==> src/rtl/instruction_fetch_unit.sv <==
// rtl/instruction_fetch_unit.sv - instruction RAM read sequencer with valid/ready delivery
module instruction_fetch_unit #(
    parameter logic [7:0] END_OF_PROGRAM = 8'hFF,
    parameter logic [7:0] START_ADDR     = 8'd0,
    parameter logic [7:0] MAX_ADDR       = 8'd255
) (
    input  logic       clk,
    input  logic       rst,
    input  logic       start,
    output logic [7:0] instr_address,
    output logic       instr_enable,
    input  logic [7:0] instr_data,
    output logic [7:0] instr_out,
    output logic       instr_valid,
    input  logic       instr_ready,
    output logic       busy,
    output logic       done,
    output logic       overrun,
    output logic [7:0] instr_count
);

    typedef enum logic [1:0] {
        IDLE  = 2'd0,
        FETCH = 2'd1,
        HOLD  = 2'd2,
        DONE  = 2'd3
    } state_t;

    state_t state, state_nx;
    logic   last_flag;
    logic   is_eop;
    logic   accept;

    assign is_eop = (instr_data == END_OF_PROGRAM);
    assign accept = instr_valid && instr_ready;

    always_ff @(posedge clk) begin
        if (rst) begin
            state <= IDLE;
        end else begin
            state <= state_nx;
        end
    end

    always_comb begin
        state_nx = state;
        case (state)
            IDLE, DONE: if (start) state_nx = FETCH;
            FETCH:      state_nx = is_eop ? DONE : HOLD;
            HOLD:       if (accept) state_nx = last_flag ? DONE : FETCH;
            default:    state_nx = IDLE;
        endcase
    end

    always_comb begin
        instr_enable = (state == FETCH);
        busy         = (state == FETCH) || (state == HOLD);
        done         = (state == DONE);
    end

    // last_flag marks that MAX_ADDR was just consumed, so the address never wraps
    always_ff @(posedge clk) begin
        if (rst) begin
            instr_address <= 8'd0;
            instr_out     <= 8'd0;
            instr_valid   <= 1'b0;
            overrun       <= 1'b0;
            instr_count   <= 8'd0;
            last_flag     <= 1'b0;
        end else begin
            case (state)
                IDLE, DONE: begin
                    if (start) begin
                        instr_address <= START_ADDR;
                        instr_count   <= 8'd0;
                        overrun       <= 1'b0;
                        last_flag     <= 1'b0;
                    end
                end
                FETCH: begin
                    if (!is_eop) begin
                        instr_out   <= instr_data;
                        instr_valid <= 1'b1;
                        if (instr_address == MAX_ADDR) begin
                            last_flag <= 1'b1;
                        end else begin
                            instr_address <= instr_address + 8'd1;
                        end
                    end
                end
                HOLD: begin
                    if (accept) begin
                        instr_valid <= 1'b0;
                        if (instr_count != 8'hFF) begin
                            instr_count <= instr_count + 8'd1;
                        end
                        if (last_flag) begin
                            overrun <= 1'b1;
                        end
                    end
                end
                default: ;
            endcase
        end
    end

endmodule

==> config.mk <==
export PLATFORM = sky130hd
export DESIGN_NAME = instruction_fetch_unit
export DESIGN_NICKNAME = d
export VERILOG_FILES = /design/src/rtl/instruction_fetch_unit.sv
export SDC_FILE = /design/constraint.sdc
export NUM_CORES = 1
export LEC_CHECK = 0
export CAP_MARGIN = 15
export CORE_MARGIN = 4
export CORE_UTILIZATION = 53
export CTS_BUF_LIST = sky130_fd_sc_hd__clkbuf_8
export CTS_CLUSTER_DIAMETER = 120
export DETAILED_ROUTE_END_ITERATION = 16
export PLACE_DENSITY_LB_ADDON = 0.08
export SKIP_CTS_REPAIR_TIMING = 1
export SLEW_MARGIN = 15
export SYNTH_ARGS = -nofsm -noshare
export SYNTH_HDL_FRONTEND = slang
export SYNTH_SLANG_ARGS = --single-unit
==> constraint.sdc <==
create_clock -name clk -period 6.05 [get_ports clk]
set_input_delay 1.5125 -clock clk [delete_from_list [all_inputs] [get_ports clk]]
set_output_delay 1.5125 -clock clk [all_outputs]
set_load 0.005 [all_outputs]
==> PnR_summary.wiki, run 1 <==
{| class="wikitable"
! Metric !! Value
|-
| Nets@finish || 246
|-
| Worst-Skew Late Latency || 290 ps
|-
| Clock-pin slew of the registers on the worst-case setup and hold paths || 70 ps
|-
| Distinct cells, synth || 38
|-
| Post-DP HPWL || 2.68 mm
|-
| Synth-to-Final Area Change || 32.2%
|-
| Die Area || 3800 um^2
|-
| Destination of the critical timing path || instr_count[5]
|-
| Worst endpoint data arrival time || 3620 ps
|-
| Result of the run || complete, no violations
|-
| Highest metal used || met4
|-
| Final ANT Viol Nets || 0
|-
| Boundary pin count || 41
|-
| Area contributors post-synth || sky130_fd_sc_hd__dfxtp_1 38%, sky130_fd_sc_hd__mux2i_1 6.6%, sky130_fd_sc_hd__nand2_1 5.9%
|-
| Slew at the pin closest to its max-slew limit || 1010 ps
|-
| Maximum operating frequency || 0.291 GHz
|-
| Leakage power || 0.740 nW
|-
| Average size of a mapped cell || 8.03 um^2
|-
| Kind of start point of the critical path || input port
|-
| Detailed-route wire length on metal 1 || 1.63 mm
|-
| Antenna diode count || 0
|-
| WL met3 || 239 um
|-
| Worst setup slack for register-to-register paths || 3440 ps
|-
| Worst setup path start || start
|-
| Cell depth of the worst flop-to-flop path || 7
|-
| Synth Net Count || 207
|-
| Number of buffers on the longest clock path || 2
|-
| Power per unit of standard cell area || 301 nW/um^2
|-
| Most area-hungry cell type in the Yosys netlist || sky130_fd_sc_hd__dfxtp_1
|-
| VDD IR-drop max || 0.263 mV
|-
| Critical Path End Type || register
|-
| Part of the Yosys area used for sequential elements || 38.1%
|-
| Detailed-route vias per instance || 5.87
|-
| Total Neg Setup Slack || 0 ps
|-
| Cell Area, Synth || 1530 um^2
|-
| Post-route DRC violation count || 0
|-
| Final-report hold violation count || 0
|-
| Number of slew-limit violations in the final report || 0
|-
| Number of synthesized register bits || 29
|-
| Post-synth top area share || 38.1%
|-
| Number of port buffers || 40
|-
| Via total after detailed routing || 1,532
|-
| Ys Warns || 0
|-
| Overflow after GRT || 0
|-
| Initial antenna violation count || 0
|-
| Width of the die || 61.6 um
|-
| Number of fill cells || 229
|-
| R2r startpoint || state[0]
|-
| Worst-path fanout max || 7
|-
| Share of cells above drive strength 1 || 6.52%
|-
| CTS tree || done
|-
| Number of max-capacitance violations reported || 0
|-
| Die Span Y || 61.6 um
|-
| Detailed-routed wire length on met2 || 1.74 mm
|-
| Final core utilization || 73.1%
|-
| Maximum number of pins on one net before global-route repair || 28
|-
| Iteration count of the initial detailed-routing pass || 4
|-
| Most used flip-flop cell after synthesis || sky130_fd_sc_hd__dfxtp_1
|-
| Final setup violating endpoints || 0
|-
| Violation count after the first detailed-routing iteration || 142
|-
| Share of the cycle needed by the critical path after routing || 56.7%
|-
| Period minus WS final || 3430 ps
|-
| Number of global-route vias before repair || 1,432
|-
| Num rows || 19
|-
| R2R Path End || instr_count[5]
|-
| Number of synthesized flops with an enable pin || 0
|-
| Required time worst endpoint || 6240 ps
|-
| Worst min-delay path category || reg -> reg
|-
| Cell at the root of the clock tree || sky130_fd_sc_hd__clkbuf_8
|-
| Share of flip-flops with an asynchronous set or reset after synthesis || 0%
|-
| Area of the placeable core || 2760 um^2
|-
| GRT Overall Usage || 21.5%
|-
| Number of H-tree levels || 2
|-
| Number of clock sinks seen by CTS || 29
|-
| Setup repair after global routing missed its margin || no
|-
| Worst slew slack as a fraction of its limit || 32.8%
|-
| Effective utilization at floorplan || 55.3%
|-
| Wire length reported by the detailed router || 3.69 mm
|-
| GPL Wtd Cong || 0.915
|-
| Post-Syn Instances || 190
|-
| First-pass GRT wire length || 6.07 mm
|-
| Post-route clock skew || 5.62 ps
|-
| TritonCTS buffer count || 5
|-
| Post-DR wirelength/cell || 14.1 um
|-
| Type of the setup path with the least slack || in -> reg
|}
[worst min path at each step]
stage | from | slack [ps] | depth (start not counted) | end
final | instr_out[3] | 500 | 2 | instr_out[3]
after global routing | instr_count[1] | 510 | 2 | instr_count[1]
after CTS | instr_count[1] | 500 | 2 | instr_count[1]
after detailed placement | instr_out[3] | 490 | 2 | instr_out[3]
after global placement | instr_out[0] | 480 | 2 | instr_out[0]
after floorplan | instr_count[1] | 470 | 2 | instr_count[1]
[critical path: stages]
cell and delay, ps:
sky130_fd_sc_hd__clkdlybuf4s50_1 520, sky130_fd_sc_hd__nor2b_4 70, sky130_fd_sc_hd__or3_1 460, sky130_fd_sc_hd__or2_1 350
sky130_fd_sc_hd__or4b_1 500, sky130_fd_sc_hd__a31oi_1 200
[cell usage after synthesis, types with 2 or more instances]
master                     count
sky130_fd_sc_hd__a31oi_1       5
sky130_fd_sc_hd__a21oi_1      13
sky130_fd_sc_hd__ha_1          5
sky130_fd_sc_hd__nand3_1      10
sky130_fd_sc_hd__mux2_2        2
sky130_fd_sc_hd__o21ai_0       5
sky130_fd_sc_hd__nand4b_1      4
sky130_fd_sc_hd__nand4_1       3
sky130_fd_sc_hd__nor2_1       21
sky130_fd_sc_hd__clkbuf_1      6
sky130_fd_sc_hd__o22ai_1       2
sky130_fd_sc_hd__dfxtp_1      29
sky130_fd_sc_hd__nand3b_1      6
sky130_fd_sc_hd__nand2_1      24
sky130_fd_sc_hd__or2_2         3
sky130_fd_sc_hd__nor3_1       12
sky130_fd_sc_hd__a21o_1        3
sky130_fd_sc_hd__inv_1         7
sky130_fd_sc_hd__mux2i_1      10
sky130_fd_sc_hd__o21ai_1       2
[report_power, final]
group / internal [mW] / switching [mW] / leakage [nW]
combinational: 0.104 / 0.121 / 0.460
clock: 0.0791 / 0.0765 / 0.0439
sequential: 0.211 / 0.0156 / 0.235
total: 0.394 / 0.213 / 0.740
[metrics by stage]
stage,hold slack (ps),total power [mW],std cells,instance area [um^2],setup slack (ps)
3_5_place_dp,490,0.454,253,1930,2310
3_3_place_gp,479,0.448,253,1930,2430
2_1_floorplan,473,0.381,190,1530,2980
6_report,497,0.607,261,2020,2620
5_1_grt,514,0.650,261,2020,2560
4_1_cts,503,0.610,261,2020,2630
[registers in the layout, summed over array words and instances (netlist names)]
| signal | cells |
|---|---|
| instr_address | 8 |
| instr_count | 8 |
| instr_out | 8 |
| state | 2 |
| instr_valid | 1 |
| last_flag | 1 |
| overrun | 1 |
[cell type report]
type                       count  area [um^2]  share of cell area (%)
clock buffer                   5         68.8                    3.41
clock inverter                 3         17.5                   0.869
inverter                       7         26.3                    1.30
multi-input combinational    145          876                    43.5
sequential                    29          581                    28.8
tap                           31         38.8                    1.92
timing repair buffer          41          408                    20.2
[logic make-up (layout without fill, tap and decap cells)]
group	count (synthesis)	count (layout)	synth area share, %
compound gates	38	38	15.5
fa+ha+maj	5	5	4.10
buf+inv	16	56	4.51
flops	29	29	38.1
mux	12	12	8.04
simple gates	90	90	29.8
[routing by layer]
metal / vias up / GRT usage, %
li1: 760 / -
met1: 705 / 24.8
met2: 58 / 36.0
met3: 9 / 7.55
met4: 0 / 9.09
met5: - / 0
[cells in the final DEF, fill, tap and decap left out]
cell	instances
sky130_fd_sc_hd__clkbuf_8	5
sky130_fd_sc_hd__a21boi_1	1
sky130_fd_sc_hd__a2111oi_0	1
sky130_fd_sc_hd__o21ai_0	5
sky130_fd_sc_hd__and3_1	1
sky130_fd_sc_hd__o22ai_1	2
sky130_fd_sc_hd__clkdlybuf4s50_1	40
sky130_fd_sc_hd__or3_1	1
sky130_fd_sc_hd__clkinv_2	2
sky130_fd_sc_hd__o41a_1	1
sky130_fd_sc_hd__o21a_1	1
sky130_fd_sc_hd__nor4b_1	1
sky130_fd_sc_hd__or4b_1	1
sky130_fd_sc_hd__nand2b_1	1
sky130_fd_sc_hd__nand4_1	3
sky130_fd_sc_hd__nand3b_1	6
sky130_fd_sc_hd__inv_1	7
sky130_fd_sc_hd__nor2b_4	1
sky130_fd_sc_hd__a32o_1	1
sky130_fd_sc_hd__or2_1	1
sky130_fd_sc_hd__a31oi_1	5
sky130_fd_sc_hd__nor3_1	12
sky130_fd_sc_hd__mux2i_1	10
sky130_fd_sc_hd__dfxtp_1	29
sky130_fd_sc_hd__a21o_1	3
sky130_fd_sc_hd__ha_1	5
sky130_fd_sc_hd__mux2_2	2
sky130_fd_sc_hd__nand2_1	24
sky130_fd_sc_hd__o31a_1	1
sky130_fd_sc_hd__or2_2	3
sky130_fd_sc_hd__nand4b_1	4
sky130_fd_sc_hd__a221oi_1	1
sky130_fd_sc_hd__buf_4	1
sky130_fd_sc_hd__nor2_1	21
sky130_fd_sc_hd__o21ai_1	2
sky130_fd_sc_hd__clkinvlp_4	1
sky130_fd_sc_hd__a22oi_1	1
sky130_fd_sc_hd__nand3_1	10
sky130_fd_sc_hd__a21oi_1	13
Note: power is estimated with default switching activity, not from simulation.
==> run 2, diff against run 1 <==
--- a/config.mk
+++ b/config.mk
@@ -7,7 +7,7 @@
 export LEC_CHECK = 0
 export CAP_MARGIN = 15
 export CORE_MARGIN = 4
-export CORE_UTILIZATION = 53
+export CORE_UTILIZATION = 45
 export CTS_BUF_LIST = sky130_fd_sc_hd__clkbuf_8
 export CTS_CLUSTER_DIAMETER = 120
 export DETAILED_ROUTE_END_ITERATION = 16
==> constraint.sdc (replaced) <==
create_clock -name clk -period 3.15 [get_ports clk]
set_input_delay 0.7875 -clock clk [delete_from_list [all_inputs] [get_ports clk]]
set_output_delay 0.7875 -clock clk [all_outputs]
set_load 0.005 [all_outputs]
==> run 2 against run 1 <==
  * Sequential share of layout area fell by 0.65 points
  * Clock skew fell by 0.94 ps
  * Sequential cell count did not move
  * Highest routed layer unchanged
  * Cell count grew 5.7%
==> PnR_summary.wiki, run 2 (synthesized netlist as in run 1, its figures left out) <==
{| class="wikitable"
! Metric !! Value
|-
| Leakage power || 0.760 nW (+2.8%)
|-
| VDD IR-drop max || 0.361 mV (+37%)
|-
| Final-report hold violation count || 0 (unchanged)
|-
| Die Span Y || 66.2 um (+7.4%)
|-
| Critical Path End Type || register
|-
| Number of slew-limit violations in the final report || 0 (unchanged)
|-
| Post-DP HPWL || 2.71 mm (+1.1%)
|-
| End point of the worst hold path || instr_count[1]
|-
| Minimum setup slack after placement || 226 ps (-2090 ps)
|-
| Period minus WS final || 2650 ps
|-
| Number of buffers on the longest clock path || 2 (unchanged)
|-
| Cell at the slowest stage of the critical path || sky130_fd_sc_hd__clkdlybuf4s50_1
|-
| Area of the placeable core || 3150 um^2 (+14%)
|-
| Worst setup slack for register-to-register paths || 580 ps (-2860 ps)
|-
| Cell total after placement || 268 (+5.9%)
|-
| Worst min-delay path category || reg -> reg
|-
| Non-Filler Instances || 276 (+5.7%)
|-
| Most frequent cells in the layout || 40 x sky130_fd_sc_hd__clkdlybuf4s50_1, 29 x sky130_fd_sc_hd__dfxtp_1, 24 x sky130_fd_sc_hd__nand2_1
|-
| Final setup violating endpoints || 0 (unchanged)
|-
| Via total after detailed routing || 1,491 (-2.7%)
|-
| Registers with the highest flip-flop counts || instr_address (8), instr_count (8), instr_out (8)
|-
| Post-route DRC violation count || 0 (unchanged)
|-
| Wire length reported by the detailed router || 3.81 mm (+3.3%)
|-
| Worst endpoint data arrival time || 2860 ps (-760 ps)
|-
| Result of the run || complete, no violations
|-
| Final ANT Viol Nets || 0 (unchanged)
|-
| List of cells traversed by the critical path || clkdlybuf4s50_1 -> nor2b_4 -> or3_1 -> or2_1 -> or4b_1 -> a31oi_1
|-
| Smallest hold slack || 497 ps (+0.261 ps)
|-
| Number of fill cells || 281 (+23%)
|-
| Boundary pin count || 41 (unchanged)
|-
| Hold path startpoint || instr_count[1]
|-
| R2R Path End || instr_count[5]
|-
| Power per unit of standard cell area || 587 nW/um^2 (+95%)
|-
| Share of cells above drive strength 1 || 7.33% (+0.81 points)
|-
| Worst slew slack as a fraction of its limit || 52.1% (+19 points)
|-
| First-pass GRT wire length || 6.40 mm (+5.5%)
|-
| GPL Wtd Cong || 0.844 (-7.8%)
|-
| Nets@finish || 248 (+0.81%)
|-
| Total Neg Setup Slack || 0 ps (unchanged)
|-
| Post-route clock skew || 4.68 ps (-0.941 ps)
|-
| Kind of start point of the critical path || input port
|-
| Type of the setup path with the least slack || in -> reg
|-
| Power after layout || 1.21 mW (+100%)
|-
| Initial antenna violation count || 0 (unchanged)
|-
| Cell depth of the worst flop-to-flop path || 7 (unchanged)
|-
| Number of max-capacitance violations reported || 0 (unchanged)
|-
| Iteration count of the initial detailed-routing pass || 4 (unchanged)
|-
| Final core utilization || 65.4% (-7.7 points)
|-
| Maximum number of pins on one net before global-route repair || 28 (unchanged)
|-
| CTS tree || done
|-
| Worst-path fanout max || 7 (unchanged)
|-
| Placed Area || 1960 um^2 (+1.6%)
|-
| Violation count after the first detailed-routing iteration || 120 (-15%)
|-
| Number of global-route vias before repair || 1,442 (+0.70%)
|-
| Worst setup margin || 497 ps (-2120 ps)
|-
| Die Area || 4390 um^2 (+15%)
|-
| Cell at the root of the clock tree || sky130_fd_sc_hd__clkbuf_8
|-
| Post-DR wirelength/cell || 13.8 um (-2.4%)
|-
| Number of H-tree levels || 2 (unchanged)
|-
| Detailed-route vias per instance || 5.40 (-8.0%)
|-
| Share of the cycle needed by the critical path after routing || 84.2%
|-
| Overflow after GRT || 0 (unchanged)
|-
| Clock-pin slew of the registers on the worst-case setup and hold paths || 60 ps (about the same)
|-
| R2r startpoint || state[0]
|-
| Combined buffer and inverter count along the critical path || 1 (unchanged)
|-
| Family with the most delay on the worst path || simple AND/OR/NAND/NOR gates
|-
| Num rows || 20 (+1)
|-
| Effective utilization at floorplan || 48.4% (-6.9 points)
|-
| Post-route standard cell area excluding fillers || 2060 um^2 (+2.3%)
|-
| Most common library cell in the layout ignoring fill and taps || sky130_fd_sc_hd__clkdlybuf4s50_1
|-
| TritonCTS buffer count || 5 (unchanged)
|-
| Required time worst endpoint || 3360 ps (-2880 ps)
|-
| Critical path's largest stage delay || 530 ps (about the same)
|-
| Cells on Worst Hold Path || 2 (unchanged)
|-
| Setup repair after global routing missed its margin || no
|-
| GRT Overall Usage || 19.1% (-2.5 points)
|-
| Width of the die || 66.2 um (+7.4%)
|-
| Number of clock sinks seen by CTS || 29 (unchanged)
|-
| Number of port buffers || 40 (unchanged)
|-
| Slew at the pin closest to its max-slew limit || 714 ps (-292 ps)
|-
| Worst setup path start || start
|-
| Maximum operating frequency || 0.377 GHz
|-
| Synth-to-Final Area Change || 35.2%
|-
| Antenna diode count || 0 (unchanged)
|-
| Worst-Skew Late Latency || 280 ps (about the same)
|}
-- run 2: cell types whose count changed in the layout (fill, tap and decap cells not counted) --
cell and change:
sky130_fd_sc_hd__buf_4 +2, sky130_fd_sc_hd__clkbuf_8 +2, sky130_fd_sc_hd__clkinv_2 -1, sky130_fd_sc_hd__clkinvlp_4 -1
-- run 2: where the power goes --
part,internal (mW),switching (mW)
Clock,0.197,0.141
Sequential,0.405,0.0309
Combinational,0.202,0.234
-- run 2: worst max path at each step --
stage                     slack, ps        endpoint  cells past startpoint
final                           500  instr_count[5]                      6
after global routing            410  instr_count[5]                      6
after CTS                       510  instr_count[5]                      6
after detailed placement        230  instr_count[5]                      6
after global placement          270  instr_count[5]                      6
after floorplan                 730  instr_count[5]                      9
-- run 2: layer usage --
| layer | vias up | GRT usage, % | wire length, um |
|---|---|---|---|
| li1 | 769 | - | - |
| met4 | 0 | 7.61 | 58 |
| met3 | 6 | 7.31 | 270 |
| met1 | 664 | 22.8 | 1740 |
| met5 | - | 0 | 0 |
| met2 | 52 | 30.5 | 1740 |
-- run 2: area by class of cell --
cell class,instances,area (um^2),share of cell area [%]
Tap cell,44,55.1,2.67
Clock inverter,1,5.00,0.243
Multi-Input combinational cell,145,876,42.5
Sequential cell,29,581,28.2
Clock buffer,7,96.3,4.67
Timing Repair Buffer,43,423,20.5
Inverter,7,26.3,1.27
-- run 2: worst min-delay path, delay by kind of cell, from the launching register on --
family / cells / cell delay (ps)
flip-flops: 1 / 340
AND/OR/NAND/NOR: 1 / 60
AO/OA/AOI/OAI: 1 / 50
